===== config.mk =====
export PLATFORM = sky130hd
export DESIGN_NAME = ac97_playbuf_flat
export DESIGN_NICKNAME = d
export VERILOG_FILES = /design/src/rtl/ac97_playbuf_pkg.sv /design/src/rtl/ac97_playbuf_if.sv /design/src/rtl/ac97_playbuf_ram.sv /design/src/rtl/ac97_playbuf.sv /design/src/flat_wrapper.sv
export SDC_FILE = /design/constraint.sdc
export NUM_CORES = 1
export LEC_CHECK = 0
export ABC_AREA = 0
export BUFFER_PORTS_ARGS = -buffer_cell sky130_fd_sc_hd__buf_2
export CAP_MARGIN = 20
export CORE_MARGIN = 2
export CORE_UTILIZATION = 40
export CTS_BUF_LIST = sky130_fd_sc_hd__clkbuf_16
export CTS_CLUSTER_SIZE = 8
export DETAILED_ROUTE_END_ITERATION = 8
export PLACE_DENSITY = 0.58
export SETUP_SLACK_MARGIN = 0.4
export SYNTH_ARGS = -nofsm -noshare
export SYNTH_HDL_FRONTEND = slang
export SYNTH_SLANG_ARGS = --single-unit
export TNS_END_PERCENT = 5

===== constraint.sdc =====
create_clock -name sys_clk -period 5.5 [get_ports sys_clk]
set_input_delay 0.825 -clock sys_clk [delete_from_list [all_inputs] [get_ports sys_clk]]
set_output_delay 0.825 -clock sys_clk [all_outputs]
set_load 0.02 [all_outputs]

===== src/rtl/ac97_playbuf_pkg.sv =====
// Shared AC97 playback definitions: sample width, playback state encodings
// and a small saturating-counter helper.
package ac97_playbuf_pkg;

  localparam int SAMPLE_W = 20;

  typedef enum logic [1:0] {
    ST_IDLE  = 2'd0,
    ST_PRIME = 2'd1,
    ST_RUN   = 2'd2
  } play_state_e;

  // Increment a 16-bit counter, sticking at all-ones.
  function automatic logic [15:0] sat_inc16(input logic [15:0] v);
    return (v == 16'hFFFF) ? v : (v + 16'd1);
  endfunction

endpackage


===== src/rtl/ac97_playbuf_if.sv =====
// DMA-side write handshake plus framer-side playback signals of the
// AC97 playback buffer. master = DMA/framer side, slave = buffer.
interface ac97_playbuf_if #(
  parameter int DEPTH_LOG2 = 4
);
  import ac97_playbuf_pkg::*;

  logic                  wr_stb;
  logic                  wr_ack;
  logic [SAMPLE_W-1:0]   wr_left;
  logic [SAMPLE_W-1:0]   wr_right;
  logic                  en;
  logic                  next_frame;
  logic                  flush;
  logic                  pcmleft_valid;
  logic [SAMPLE_W-1:0]   pcmleft;
  logic                  pcmright_valid;
  logic [SAMPLE_W-1:0]   pcmright;
  logic [DEPTH_LOG2:0]   level;
  logic                  low_water;
  logic [15:0]           underrun_count;
  logic                  underrun_irq;

  modport master (
    output wr_stb, wr_left, wr_right, en, next_frame, flush,
    input  wr_ack, pcmleft_valid, pcmleft, pcmright_valid, pcmright,
           level, low_water, underrun_count, underrun_irq
  );

  modport slave (
    input  wr_stb, wr_left, wr_right, en, next_frame, flush,
    output wr_ack, pcmleft_valid, pcmleft, pcmright_valid, pcmright,
           level, low_water, underrun_count, underrun_irq
  );

endinterface


===== src/rtl/ac97_playbuf_ram.sv =====
// Stereo sample storage: synchronous write, asynchronous read. A written
// word is only visible through the read port after the writing edge.
module ac97_playbuf_ram #(
  parameter int DEPTH_LOG2 = 4,
  parameter int WIDTH      = 40
) (
  input  logic                  clk,
  input  logic                  we,
  input  logic [DEPTH_LOG2-1:0] waddr,
  input  logic [WIDTH-1:0]      wdata,
  input  logic [DEPTH_LOG2-1:0] raddr,
  output logic [WIDTH-1:0]      rdata
);
  import ac97_playbuf_pkg::*;

  logic [WIDTH-1:0] mem_r [2**DEPTH_LOG2];

  // Write port: store the offered word on the accepting edge.
  always_ff @(posedge clk) begin
    if (we) begin
      mem_r[waddr] <= wdata;
    end
  end

  assign rdata = mem_r[raddr];

endmodule


===== src/rtl/ac97_playbuf.sv =====
// AC97 playback buffer: FIFO between the DMA engine and the frame builder.
// Playback waits in PRIME until enough samples are buffered, then pops one
// stereo entry per frame boundary; an empty FIFO at a frame boundary is an
// underrun (silent frame, counter bump, interrupt pulse).
module ac97_playbuf #(
  parameter int DEPTH_LOG2  = 4,
  parameter int PRIME_LEVEL = 4
) (
  input  logic           sys_clk,
  input  logic           sys_rst_n,
  ac97_playbuf_if.slave  bus
);
  import ac97_playbuf_pkg::*;

  localparam int LVL_W = DEPTH_LOG2 + 1;
  localparam int PTR_W = DEPTH_LOG2;
  localparam int DEPTH = 1 << DEPTH_LOG2;
  localparam logic [LVL_W-1:0] FULL_LVL  = LVL_W'(DEPTH);
  localparam logic [LVL_W-1:0] PRIME_LVL = LVL_W'(PRIME_LEVEL);

  logic [PTR_W-1:0]      wr_ptr_r;
  logic [PTR_W-1:0]      rd_ptr_r;
  logic [LVL_W-1:0]      level_r;
  logic [LVL_W-1:0]      level_next_s;
  logic                  low_water_r;
  logic                  full_s;
  logic                  push_s;
  logic                  pop_s;
  logic                  wr_ack_s;
  logic [2*SAMPLE_W-1:0] rd_data_s;

  play_state_e           state_r;
  logic                  pcmleft_valid_r;
  logic                  pcmright_valid_r;
  logic [SAMPLE_W-1:0]   pcmleft_r;
  logic [SAMPLE_W-1:0]   pcmright_r;
  logic [15:0]           underrun_count_r;
  logic                  underrun_irq_r;

  ac97_playbuf_ram #(
    .DEPTH_LOG2 (DEPTH_LOG2),
    .WIDTH      (2 * SAMPLE_W)
  ) u_ram (
    .clk   (sys_clk),
    .we    (push_s),
    .waddr (wr_ptr_r),
    .wdata ({bus.wr_left, bus.wr_right}),
    .raddr (rd_ptr_r),
    .rdata (rd_data_s)
  );

  // Push/pop decode and next fill level; full comes from the registered
  // level only, so a same-cycle pop never frees a slot for a push.
  always_comb begin
    full_s   = (level_r == FULL_LVL);
    push_s   = bus.wr_stb & ~full_s & ~bus.flush;
    pop_s    = (state_r == ST_RUN) & bus.en & bus.next_frame &
               (level_r != {LVL_W{1'b0}}) & ~bus.flush;
    wr_ack_s = push_s & sys_rst_n;
    level_next_s = level_r;
    if (bus.flush) begin
      level_next_s = {LVL_W{1'b0}};
    end else begin
      case ({push_s, pop_s})
        2'b10:   level_next_s = level_r + LVL_W'(1);
        2'b01:   level_next_s = level_r - LVL_W'(1);
        default: level_next_s = level_r;
      endcase
    end
  end

  // Pointer, level and low-water registers.
  always_ff @(posedge sys_clk or negedge sys_rst_n) begin
    if (!sys_rst_n) begin
      wr_ptr_r    <= {PTR_W{1'b0}};
      rd_ptr_r    <= {PTR_W{1'b0}};
      level_r     <= {LVL_W{1'b0}};
      low_water_r <= 1'b1;
    end else begin
      level_r     <= level_next_s;
      low_water_r <= (level_next_s < PRIME_LVL);
      if (bus.flush) begin
        wr_ptr_r <= {PTR_W{1'b0}};
        rd_ptr_r <= {PTR_W{1'b0}};
      end else begin
        if (push_s) begin
          wr_ptr_r <= wr_ptr_r + PTR_W'(1);
        end
        if (pop_s) begin
          rd_ptr_r <= rd_ptr_r + PTR_W'(1);
        end
      end
    end
  end

  // Playback FSM with registered slot outputs and underrun bookkeeping.
  always_ff @(posedge sys_clk or negedge sys_rst_n) begin
    if (!sys_rst_n) begin
      state_r          <= ST_IDLE;
      pcmleft_valid_r  <= 1'b0;
      pcmright_valid_r <= 1'b0;
      pcmleft_r        <= {SAMPLE_W{1'b0}};
      pcmright_r       <= {SAMPLE_W{1'b0}};
      underrun_count_r <= 16'd0;
      underrun_irq_r   <= 1'b0;
    end else begin
      underrun_irq_r <= 1'b0;
      if (bus.flush || !bus.en) begin
        // Flush or disable: silence the slots; counter is kept.
        state_r          <= (bus.flush && bus.en) ? ST_PRIME : ST_IDLE;
        pcmleft_valid_r  <= 1'b0;
        pcmright_valid_r <= 1'b0;
        pcmleft_r        <= {SAMPLE_W{1'b0}};
        pcmright_r       <= {SAMPLE_W{1'b0}};
      end else begin
        case (state_r)
          ST_IDLE: begin
            state_r <= ST_PRIME;
          end
          ST_PRIME: begin
            if (bus.next_frame) begin
              pcmleft_valid_r  <= 1'b0;
              pcmright_valid_r <= 1'b0;
              pcmleft_r        <= {SAMPLE_W{1'b0}};
              pcmright_r       <= {SAMPLE_W{1'b0}};
            end
            if (level_r >= PRIME_LVL) begin
              state_r <= ST_RUN;
            end
          end
          ST_RUN: begin
            if (bus.next_frame) begin
              if (level_r != {LVL_W{1'b0}}) begin
                pcmleft_valid_r  <= 1'b1;
                pcmright_valid_r <= 1'b1;
                pcmleft_r        <= rd_data_s[2*SAMPLE_W-1:SAMPLE_W];
                pcmright_r       <= rd_data_s[SAMPLE_W-1:0];
              end else begin
                pcmleft_valid_r  <= 1'b0;
                pcmright_valid_r <= 1'b0;
                pcmleft_r        <= {SAMPLE_W{1'b0}};
                pcmright_r       <= {SAMPLE_W{1'b0}};
                underrun_count_r <= sat_inc16(underrun_count_r);
                underrun_irq_r   <= 1'b1;
              end
            end
          end
          default: begin
            state_r <= ST_IDLE;
          end
        endcase
      end
    end
  end

  assign bus.wr_ack         = wr_ack_s;
  assign bus.level          = level_r;
  assign bus.low_water      = low_water_r;
  assign bus.pcmleft_valid  = pcmleft_valid_r;
  assign bus.pcmright_valid = pcmright_valid_r;
  assign bus.pcmleft        = pcmleft_r;
  assign bus.pcmright       = pcmright_r;
  assign bus.underrun_count = underrun_count_r;
  assign bus.underrun_irq   = underrun_irq_r;

endmodule


===== src/flat_wrapper.sv =====
// flat-port wrapper written by rule: the top's interface ports become plain ports
module ac97_playbuf_flat import ac97_playbuf_pkg::*;
#(
  parameter int DEPTH_LOG2  = 4,
  parameter int PRIME_LEVEL = 4
)
  (sys_clk, sys_rst_n, bus_wr_stb, bus_wr_left, bus_wr_right, bus_en, bus_next_frame, bus_flush, bus_wr_ack, bus_pcmleft_valid, bus_pcmleft, bus_pcmright_valid, bus_pcmright, bus_level, bus_low_water, bus_underrun_count, bus_underrun_irq);
  ac97_playbuf_if #(.DEPTH_LOG2(DEPTH_LOG2)) bus_i ();
  input  logic sys_clk;
  input  logic sys_rst_n;
  input wire logic [$bits(bus_i.wr_stb)-1:0] bus_wr_stb;
  input wire logic [$bits(bus_i.wr_left)-1:0] bus_wr_left;
  input wire logic [$bits(bus_i.wr_right)-1:0] bus_wr_right;
  input wire logic [$bits(bus_i.en)-1:0] bus_en;
  input wire logic [$bits(bus_i.next_frame)-1:0] bus_next_frame;
  input wire logic [$bits(bus_i.flush)-1:0] bus_flush;
  output wire logic [$bits(bus_i.wr_ack)-1:0] bus_wr_ack;
  output wire logic [$bits(bus_i.pcmleft_valid)-1:0] bus_pcmleft_valid;
  output wire logic [$bits(bus_i.pcmleft)-1:0] bus_pcmleft;
  output wire logic [$bits(bus_i.pcmright_valid)-1:0] bus_pcmright_valid;
  output wire logic [$bits(bus_i.pcmright)-1:0] bus_pcmright;
  output wire logic [$bits(bus_i.level)-1:0] bus_level;
  output wire logic [$bits(bus_i.low_water)-1:0] bus_low_water;
  output wire logic [$bits(bus_i.underrun_count)-1:0] bus_underrun_count;
  output wire logic [$bits(bus_i.underrun_irq)-1:0] bus_underrun_irq;
  assign bus_i.wr_stb = bus_wr_stb;
  assign bus_i.wr_left = bus_wr_left;
  assign bus_i.wr_right = bus_wr_right;
  assign bus_i.en = bus_en;
  assign bus_i.next_frame = bus_next_frame;
  assign bus_i.flush = bus_flush;
  assign bus_wr_ack = bus_i.wr_ack;
  assign bus_pcmleft_valid = bus_i.pcmleft_valid;
  assign bus_pcmleft = bus_i.pcmleft;
  assign bus_pcmright_valid = bus_i.pcmright_valid;
  assign bus_pcmright = bus_i.pcmright;
  assign bus_level = bus_i.level;
  assign bus_low_water = bus_i.low_water;
  assign bus_underrun_count = bus_i.underrun_count;
  assign bus_underrun_irq = bus_i.underrun_irq;
  ac97_playbuf #(.DEPTH_LOG2(DEPTH_LOG2), .PRIME_LEVEL(PRIME_LEVEL)) u_core (.sys_clk(sys_clk), .sys_rst_n(sys_rst_n), .bus(bus_i));
endmodule

Word level (Yosys, flattened, before mapping)
Memory sizes are Yosys's and may differ from the RTL's.
Index checks and enable logic that the tools add are counted.
{ "totals": {"register_bits": 74, "input_bits": 46, "ram_bits": 640, "memories": 1, "elab_cells": 81} }
{ "classes": {"order_cmp": 2, "n_eq_ne": 10, "mux": 30, "n_addsub": 5, "n_reduce_logical": 11, "bitwise_logic": 12} }
{ "memory_table": {"columns": ["memory", "depth", "width", "read_ports", "rd_ports_with_merged_regs", "write_ports", "line_no", "source"], "rows": [
  ["u_core.u_ram.mem_r", 16, 40, 1, 0, 1, "ac97_playbuf_ram.sv:16", "logic [WIDTH-1:0] mem_r [2**DEPTH_LOG2];"]
]} }
{ "op_table": {"columns": ["op", "n"], "rows": [
  ["$mux W20", 7],
  ["$pmux W20 S2", 2],
  ["$add A16 B1 Y16 const B", 1],
  ["$eq A16 B16 Y1 const B", 1],
  ["$mux W4", 4],
  ["$mux W1", 11],
  ["$pmux W5 S2", 1],
  ["$add A4 B1 Y4 const B", 2],
  ["$and A1 B1 Y1", 7],
  ["$pmux W2 S3", 1],
  ["$add A5 B1 Y5 const B", 1],
  ["$eq A5 B5 Y1 const B", 1],
  ["$ge A5 B3 Y1 const B", 1],
  ["$lt A5 B3 Y1 const B", 1],
  ["$mux W5", 1],
  ["$not A1 Y1", 5],
  ["$reduce_and A5 Y1", 1],
  ["$reduce_bool A5 Y1", 1],
  ["$sub A5 B1 Y5 const B", 1],
  ["$eq A2 B1 Y1 const B", 2],
  ["$eq A2 B2 Y1 const B", 2],
  ["$mux W2", 2],
  ["$reduce_bool A2 Y1", 2],
  ["$ne A3 B1 Y1 const B", 1],
  ["11 further kinds", 11]
]} }

Depth between registers and ports, before layout
Gate-level depths: netlist of run 1.
{ "logic_depth": {"ltp_word": 9, "mapped_depth": 15, "depth_no_buf": 11} }

Hierarchy
A second synthesis of run 1 with hierarchy kept.
{ "hier_totals": {"hier_cells": 1279, "area_unflattened_um2": 27646.5} }
{ "modules_own_cells": {"columns": ["mod", "n_inst", "cells_per_inst", "area_each_um2"], "rows": [
  ["ac97_playbuf_ram", 1, 1000, 24330.8],
  ["ac97_playbuf", 1, 279, 3315.7]
]} }

Worst setup path before layout of run 1
OpenSTA, ideal clock, no wires.
{ "synth_timing": {"kind": "in2reg", "start": "input bus_wr_stb", "end": "memory u_core.u_ram.mem_r[1][0], enable pin", "slack_ns": -0.206, "path_buffers": 1, "t_arrival_ns": 5.169, "path_stages": 5, "t_required_ns": 4.963, "path_cell_list": "inv_1 > a31oi_2 > nand2b_1 > buf_2 > nor4_1"} }
{ "synth_via": {"elab_chain_cells": 4} }
{ "synth_lines": {"columns": ["element", "line_no", "source"], "rows": [
  ["start, declared", "flat_wrapper.sv:11", "input wire logic [$bits(bus_i.wr_stb)-1:0] bus_wr_stb;"],
  ["$and A1 B1 Y1 (2 in a row)", "ac97_playbuf.sv:56", "push_s = bus.wr_stb & ~full_s & ~bus.flush;"],
  ["$mux W1", "ac97_playbuf_ram.sv:20", "if (we) begin"],
  ["$mux W1 (not written as such)", "ac97_playbuf_ram.sv:21", "mem_r[waddr] <= wdata;"],
  ["end, declared", "ac97_playbuf_ram.sv:16", null]
]} }
No other way between the ends.

Worst setup path after layout of run 1
{ "layout_timing": {"start": "register u_core.level_r[2] (netlist: u_core.bus.level[2])", "end": "memory u_core.u_ram.mem_r[4][0], enable pin"} }
{ "layout_via": {"elab_chain_cells": 6} }
{ "layout_lines": {"columns": ["element", "line_no", "source"], "rows": [
  ["start, declared", "ac97_playbuf.sv:23", "logic [LVL_W-1:0] level_r;"],
  ["start signal, assigned", "ac97_playbuf.sv:77", "level_r <= {LVL_W{1'b0}};"],
  ["start signal, assigned", "ac97_playbuf.sv:80", "level_r <= level_next_s;"],
  ["$eq A5 B5 Y1", "ac97_playbuf.sv:55", "full_s = (level_r == FULL_LVL);"],
  ["$not A1 Y1", "ac97_playbuf.sv:56", null],
  ["$and A1 B1 Y1 (2 in a row)", "ac97_playbuf.sv:56", null],
  ["$mux W1", "ac97_playbuf_ram.sv:20", null],
  ["$mux W1 (not written as such)", "ac97_playbuf_ram.sv:21", null]
]} }
No other way between the ends.

==> results of run 1 <==
-- state kept, by name (all words and copies together), names as in the netlist, 2 cells and up --
register / flops
u_core.bus.underrun_count: 16
u_core.wr_ptr_r: 4
u_core.u_ram.mem_r: 640
u_core.rd_ptr_r: 4
u_core.bus.pcmleft: 20
u_core.bus.pcmright: 20
u_core.bus.level: 5
u_core.state_r: 2
-- layer usage --
layer	GRT usage	vias up
li1	-	5692
met1	0.2473	7059
met2	0.2761	359
met3	0.02967	80
met4	0.05087	2
met5	0	-
-- where the power goes --
group	internal [mW]	switching, mW
clock	3.31	2.18
sequential	5.96	0.00976
combinational	0.0464	0.151
total	9.31	2.34
-- cell type report --
type | instances | area share
Sequential cell | 714 | 0.6584
Multi-Input combinational cell | 477 | 0.1882
Clock buffer | 102 | 0.07970
Tap cell | 882 | 0.03446
Timing Repair Buffer | 146 | 0.02680
Clock inverter | 85 | 0.01117
Inverter | 11 | 0.001289
-- through the flow --
| stage | hold WS (ns) | instance area, um2 | util | setup slack, ns | power [mW] |
|---|---|---|---|---|---|
| detailed placement | 0.4800 | 29110 | 0.4267 | 1.719 | 6.272 |
| global route | 0.1002 | 32020 | 0.4694 | 1.654 | 12.04 |
| floorplan | 0.5294 | 27440 | - | -0.2061 | 6.136 |
| finish | 0.09349 | 32020 | 0.4694 | 1.932 | 11.65 |
| CTS | 0.07722 | 32020 | 0.4694 | 1.913 | 11.79 |
| global placement | 0.4727 | 29110 | 0.4267 | 1.866 | 6.263 |
-- final timing paths --
path                                                end  slack (ns)  cells after the start                    startpoint
setup / recovery               u_core.u_ram.mem_r[4][0]        1.93                      7           u_core.bus.level[2]
min in group sys_clk                  u_core.state_r[0]        0.47                      2                        bus_en
hold reg to reg            u_core.bus.underrun_count[9]        0.48                      1  u_core.bus.underrun_count[9]
setup reg to reg               u_core.u_ram.mem_r[4][0]        1.93                      7           u_core.bus.level[2]
hold / removal                 u_core.bus.pcmleft_valid        0.09                      1                     sys_rst_n
max in group asynchronous            u_core.rd_ptr_r[1]        4.18                      2                     sys_rst_n
-- cell usage in the layout (no fill, tap or decap), types with 3 or more instances in the layout --
cell type    n
and2_1       3
dfrtp_1     69
o21ai_0      3
dfrtp_4      3
edfxtp_1   640
a21oi_1      8
clkinv_1     3
a22oi_1     41
mux4_2     154
buf_2      110
nor2b_1      4
nand2b_1     3
nand2_1     13
or3_1        4
and2_2       9
and3_1       5
nor4_2       4
inv_1       89
a22o_1      41
o21ai_1     40
nor2_4       4
mux4_1       6
and4_1       3
mux2i_1     40
xnor2_1     16
buf_4       33
clkbuf_16  102
ha_1        10
nand3_1      5
nand4_1     11
buf_12       3
xor2_1       7
nor2_1      20
-- kinds of logic (layout without fill, tap and decap cells) --
family | Yosys count | count (layout) | synth area share
flops | 714 | 714 | 0.7679
mux | 202 | 202 | 0.1476
compound gates | 142 | 142 | 0.03698
simple gates | 100 | 100 | 0.02006
buf+inv | 85 | 344 | 0.01555
xor+xnor | 23 | 23 | 0.007341
fa+ha+maj | 10 | 10 | 0.004560
-- critical path, stage by stage (launching register included) --
cell and delay (ns):
dfrtp_1 0.54, nor2_1 0.13, a31oi_2 0.39, nand2b_1 0.35, inv_1 0.23, nand3b_1 0.33
nor2_4 0.78, buf_4 0.45
==> flow_summary.yaml, run 1 <==
clock_network:
  clock_latency_ns: 0.63
  cts_setup_buffers: 0
  cts.clk_slew.worst_paths_ns: 0.05
  clock_sinks: 714
  htreeDepth: 3
  cts_root_buffer: "clkbuf_16"
  cts_buffer_depth: 3
  cts_resized: 0
  ctsHoldBuffers: 0
  numCtsBuffers: 99
  cts_tree: "built"
place:
  gp_congestion: 0.7407
  dpl.cell_count: 2230
  port_buffers: 111
  dp_hpwl_mm: 33.46
logic_synthesis:
  ys_top_cells_by_count: "edfxtp_1 (640), mux4_2 (154), dfrtp_1 (73)"
  synth_ff_type: "edfxtp_1"
  synth_top_cell_by_area: "edfxtp_1"
  synth-seq-cells: 714
  synth_edf_count: 640
  seq_area_frac_synth: 0.7679
  synth_area_per_cell_um2: 21.50
  synth_area_leaders: "edfxtp_1 (70%), mux4_2 (13%), dfrtp_1 (6.7%)"
  netlist_instances: 1276
  ys_types: 47
  synth_top_area_frac: 0.7004
  synth_nets: 1332
  synth.cell_area_um2: 27440
  synth_warnings: 0
  postSynth.asyncResetShare: 0.1036
  yosysMostFrequentCell: "edfxtp_1"
route:
  wl_mm: 60.11
  ant_nets: 0
  post-route-drc-count: 0
  wl_met2_mm: 28.76
  drtPass1Iterations: 7
  drt-initial-drc-count: 1009
  vias: 13190
  met1Wirelength_mm: 27.44
  routedWlPerCell_um: 24.87
  vias_per_cell: 5.458
  dr.max_layer_used: "met5"
  met3WireLength_mm: 2.852
setup_path:
  worstPathRequired_ns: 5.79
  path_class: "reg2reg"
  crit_path_start_kind: "flop"
  worstSetupEndpointType: "flop"
  cp_max_fo: 21
  worstPathArrival_ns: 3.86
finish:
  multi_input_area_um2: 6027
  insertedDiodeCount: 0
  nFillCells: 5685
  fin_cells: 2417
  drive_gt1_frac: 0.2853
  syn_to_final_growth_pct: 16.71
  nNetsFinal: 1505
  seqCellArea_um2: 21080
floorplanning:
  coreArea_um2: 68230
  die_w_um: 265.9
  io_pins: 112
  row_count: 96
  die-area_um2: 70710
  initial_core_util: 0.4022
  dieHeight_um: 265.9
run_status:
  status: "finished, final reports clean"
sta:
  finClkSkew_ns: 0.01386
  tns_ns: 0
  fin_crit_sh: 0.6486
  slew_headroom: 0.2827
  finalMaxSlewViolations: 0
  grt_setup_unrepaired: "no"
  hold_viol: 0
  worst_pin_slew_ns: 1.076
  setup_violations: 0
  fmax_mhz: 280.3
  period_needed_ns: 3.568
global_routing:
  grt_max_degree: 137
  antenna_found_initial: 1
  grt_overflow: 0
  grt_pass1_vias: 13950
  grt_first_pass_wirelength_mm: 90.72
  track_usage: 0.1735
worst_hold_path:
  hp-class: "in2async"
pwr:
  power_density_nw_per_um2: 363.9
  ir_worst_vdd_mv: 0.2091
  p_leak_nw: 10.78
run:
  maxCapViolCount: 0
Power figures use the tool's default switching activity.
==> inputs of run 2 (changes only) <==
--- a/config.mk
+++ b/config.mk
@@ -13,7 +13,7 @@
 export CTS_BUF_LIST = sky130_fd_sc_hd__clkbuf_16
 export CTS_CLUSTER_SIZE = 8
 export DETAILED_ROUTE_END_ITERATION = 8
-export PLACE_DENSITY = 0.58
+export PLACE_DENSITY = 0.56
 export SETUP_SLACK_MARGIN = 0.4
 export SYNTH_ARGS = -nofsm -noshare
 export SYNTH_HDL_FRONTEND = slang
==> constraint.sdc (replaced) <==
create_clock -name sys_clk -period 3.7 [get_ports sys_clk]
set_input_delay 0.555 -clock sys_clk [delete_from_list [all_inputs] [get_ports sys_clk]]
set_output_delay 0.555 -clock sys_clk [all_outputs]
set_load 0.02 [all_outputs]
==> flow_summary.yaml, run 2 (synthesis gave the netlist of run 1 again) <==
floorplanning:
  dieHeight_um: 265.9
  coreArea_um2: 68230
  die-area_um2: 70710
  die_w_um: 265.9
  io_pins: 112
  initial_core_util: 0.4022
  row_count: 96
global_routing:
  grt_overflow: 0
  grt_pass1_vias: 14110
  grt_first_pass_wirelength_mm: 91.46
  grt_max_degree: 74
  antenna_found_initial: 2
  track_usage: 0.1752
route:
  drtPass1Iterations: 5
  wl_met2_mm: 29.36
  wl_mm: 60.89
  routedWlPerCell_um: 25.20
  ant_nets: 0
  met3WireLength_mm: 3.160
  vias: 13210
  dr.max_layer_used: "met5"
  drt-initial-drc-count: 1111
  post-route-drc-count: 0
  met1Wirelength_mm: 27.40
  vias_per_cell: 5.469
sta:
  tns_ns: 0
  period_needed_ns: 3.025
  whs_ns: 0.1879
  worst_slack_ns: 0.6755
  fin_crit_sh: 0.8174
  grt_setup_unrepaired: "no"
  slew_headroom: 0.3320
  setup_violations: 0
  finClkSkew_ns: 0.02372
  fmax_mhz: 330.6
  worst_pin_slew_ns: 1.002
  hold_viol: 0
  finalMaxSlewViolations: 0
worst_hold_path:
  hold_end: "u_core.state_r[0]"
  hold_path_depth: 2
  hp-class: "in2reg"
  hp-start: "bus_en"
clock_network:
  cts_root_buffer: "clkbuf_16"
  cts.clk_slew.worst_paths_ns: 0.05
  cts_setup_buffers: 0
  clock_sinks: 714
  htreeDepth: 3
  cts_tree: "built"
  clock_latency_ns: 0.64
  numCtsBuffers: 99
  cts_buffer_depth: 3
setup_path:
  critPathBufInv: 2
  max_stage_delay_ns: 0.49
  path_cells: "nor2_1 -> a31oi_4 -> nand2b_2 -> inv_1 -> and2_1 -> buf_2"
  crit_path_start_kind: "flop"
  cp_max_fo: 10
  worstPathRequired_ns: 3.14
  worstPathArrival_ns: 2.47
  cp_slowest_cell: "dfrtp_1"
  r2r-start: "u_core.bus.level[2]"
  cp_num_cells: 6
  path_class: "reg2out"
  reg2reg_to: "u_core.u_ram.mem_r[6][26]"
  rrSetupSlack_ns: 0.72
  crit_family: "simple AND/OR/NAND/NOR gates"
  r2r_cells: 7
  worstSetupEndpointType: "primary output"
place:
  gp_congestion: 0.7208
  placed_area_um2: 29320
  dpl.cell_count: 2231
  dp_worst_setup_slack_ns: 0.4450
  dp_hpwl_mm: 32.35
  port_buffers: 111
pwr:
  power_mw: 17.29
  ir_worst_vdd_mv: 0.3165
  p_leak_nw: 10.80
  power_density_nw_per_um2: 536.7
finish:
  largest_register_ffs: 640
  fin_cells: 2416
  fin_util: 0.4723
  final_cell_mix: "edfxtp_1 (640), mux4_2 (154), buf_2 (110), clkbuf_16 (101), inv_1 (86)"
  nNetsFinal: 1507
  postLayoutCellArea_um2: 32220
  drive_gt1_frac: 0.2877
  nFillCells: 5621
  final_common_cell: "edfxtp_1"
  syn_to_final_growth_pct: 17.42
  regMostFlops: "u_core.u_ram.mem_r"
run_status:
  status: "finished, final reports clean"
run:
  maxCapViolCount: 0
==> run 2: cell types whose count changed in the layout (fill, tap and decap cells not counted), moves of 2 or more <==
cell,previous run,this run
nor4_2,4,0
nor4_4,0,4
buf_12,3,16
inv_1,89,86
clkinv_1,3,1
buf_4,33,21
==> run 2: area by class of cell <==
| cell class | count | area (um2) | area share |
|---|---|---|---|
| Inverter | 11 | 41.29 | 0.001282 |
| Sequential cell | 714 | 21080 | 0.6544 |
| Multi-Input combinational cell | 477 | 6073 | 0.1885 |
| Clock buffer | 101 | 2527 | 0.07844 |
| Antenna cell | 1 | 2.502 | 0.00007767 |
| Timing Repair Buffer | 148 | 1039 | 0.03223 |
| Clock inverter | 82 | 349.1 | 0.01083 |
| Tap cell | 882 | 1104 | 0.03425 |
==> run 2: routing by layer <==
metal / up-vias / track usage
li1: 5682 / -
met1: 7103 / 0.2452
met2: 347 / 0.2821
met3: 78 / 0.03549
met4: 2 / 0.04646
met5: - / 0
==> run 2: how the worst max path moves through the flow <==
stage,to,slack [ns],from
2_1_floorplan,u_core.u_ram.mem_r[3][0],-0.25,u_core.bus.level[2]
3_3_place_gp,u_core.bus.low_water,0.57,bus_wr_stb
3_5_place_dp,u_core.u_ram.mem_r[6][35],0.45,u_core.bus.level[2]
4_1_cts,bus_wr_ack,0.55,u_core.bus.level[2]
5_1_grt,u_core.bus.low_water,0.46,u_core.bus.level[2]
6_report,bus_wr_ack,0.68,u_core.bus.level[1]
==> run 2: timing repair <==
| action | 4_1_cts | 5_1_grt |
|---|---|---|
| endpoints found under the hold margin | 16 | 0 |
| hold buffers | 1 | 0 |
| resized for setup | 1 | 1 |
| setup endpoints to repair | 1 | 3 |
==> run 2: worst reg2reg max path: cells and delay by family, from the launching register on <==
family | cells | cell delay (ns)
AOI/OAI and AO/OA | 1 | 0.31
buffers and inverters | 2 | 0.47
DFF | 1 | 0.53
and+or+nand+nor | 4 | 1.36
==> run 2: report_power, final <==
group	switching [mW]	internal, mW	leakage (nW)
Combinational	0.227	0.0717	2.34
Clock	3.26	4.86	1.68
Sequential	0.0147	8.86	6.78
Total	3.50	13.8	10.8
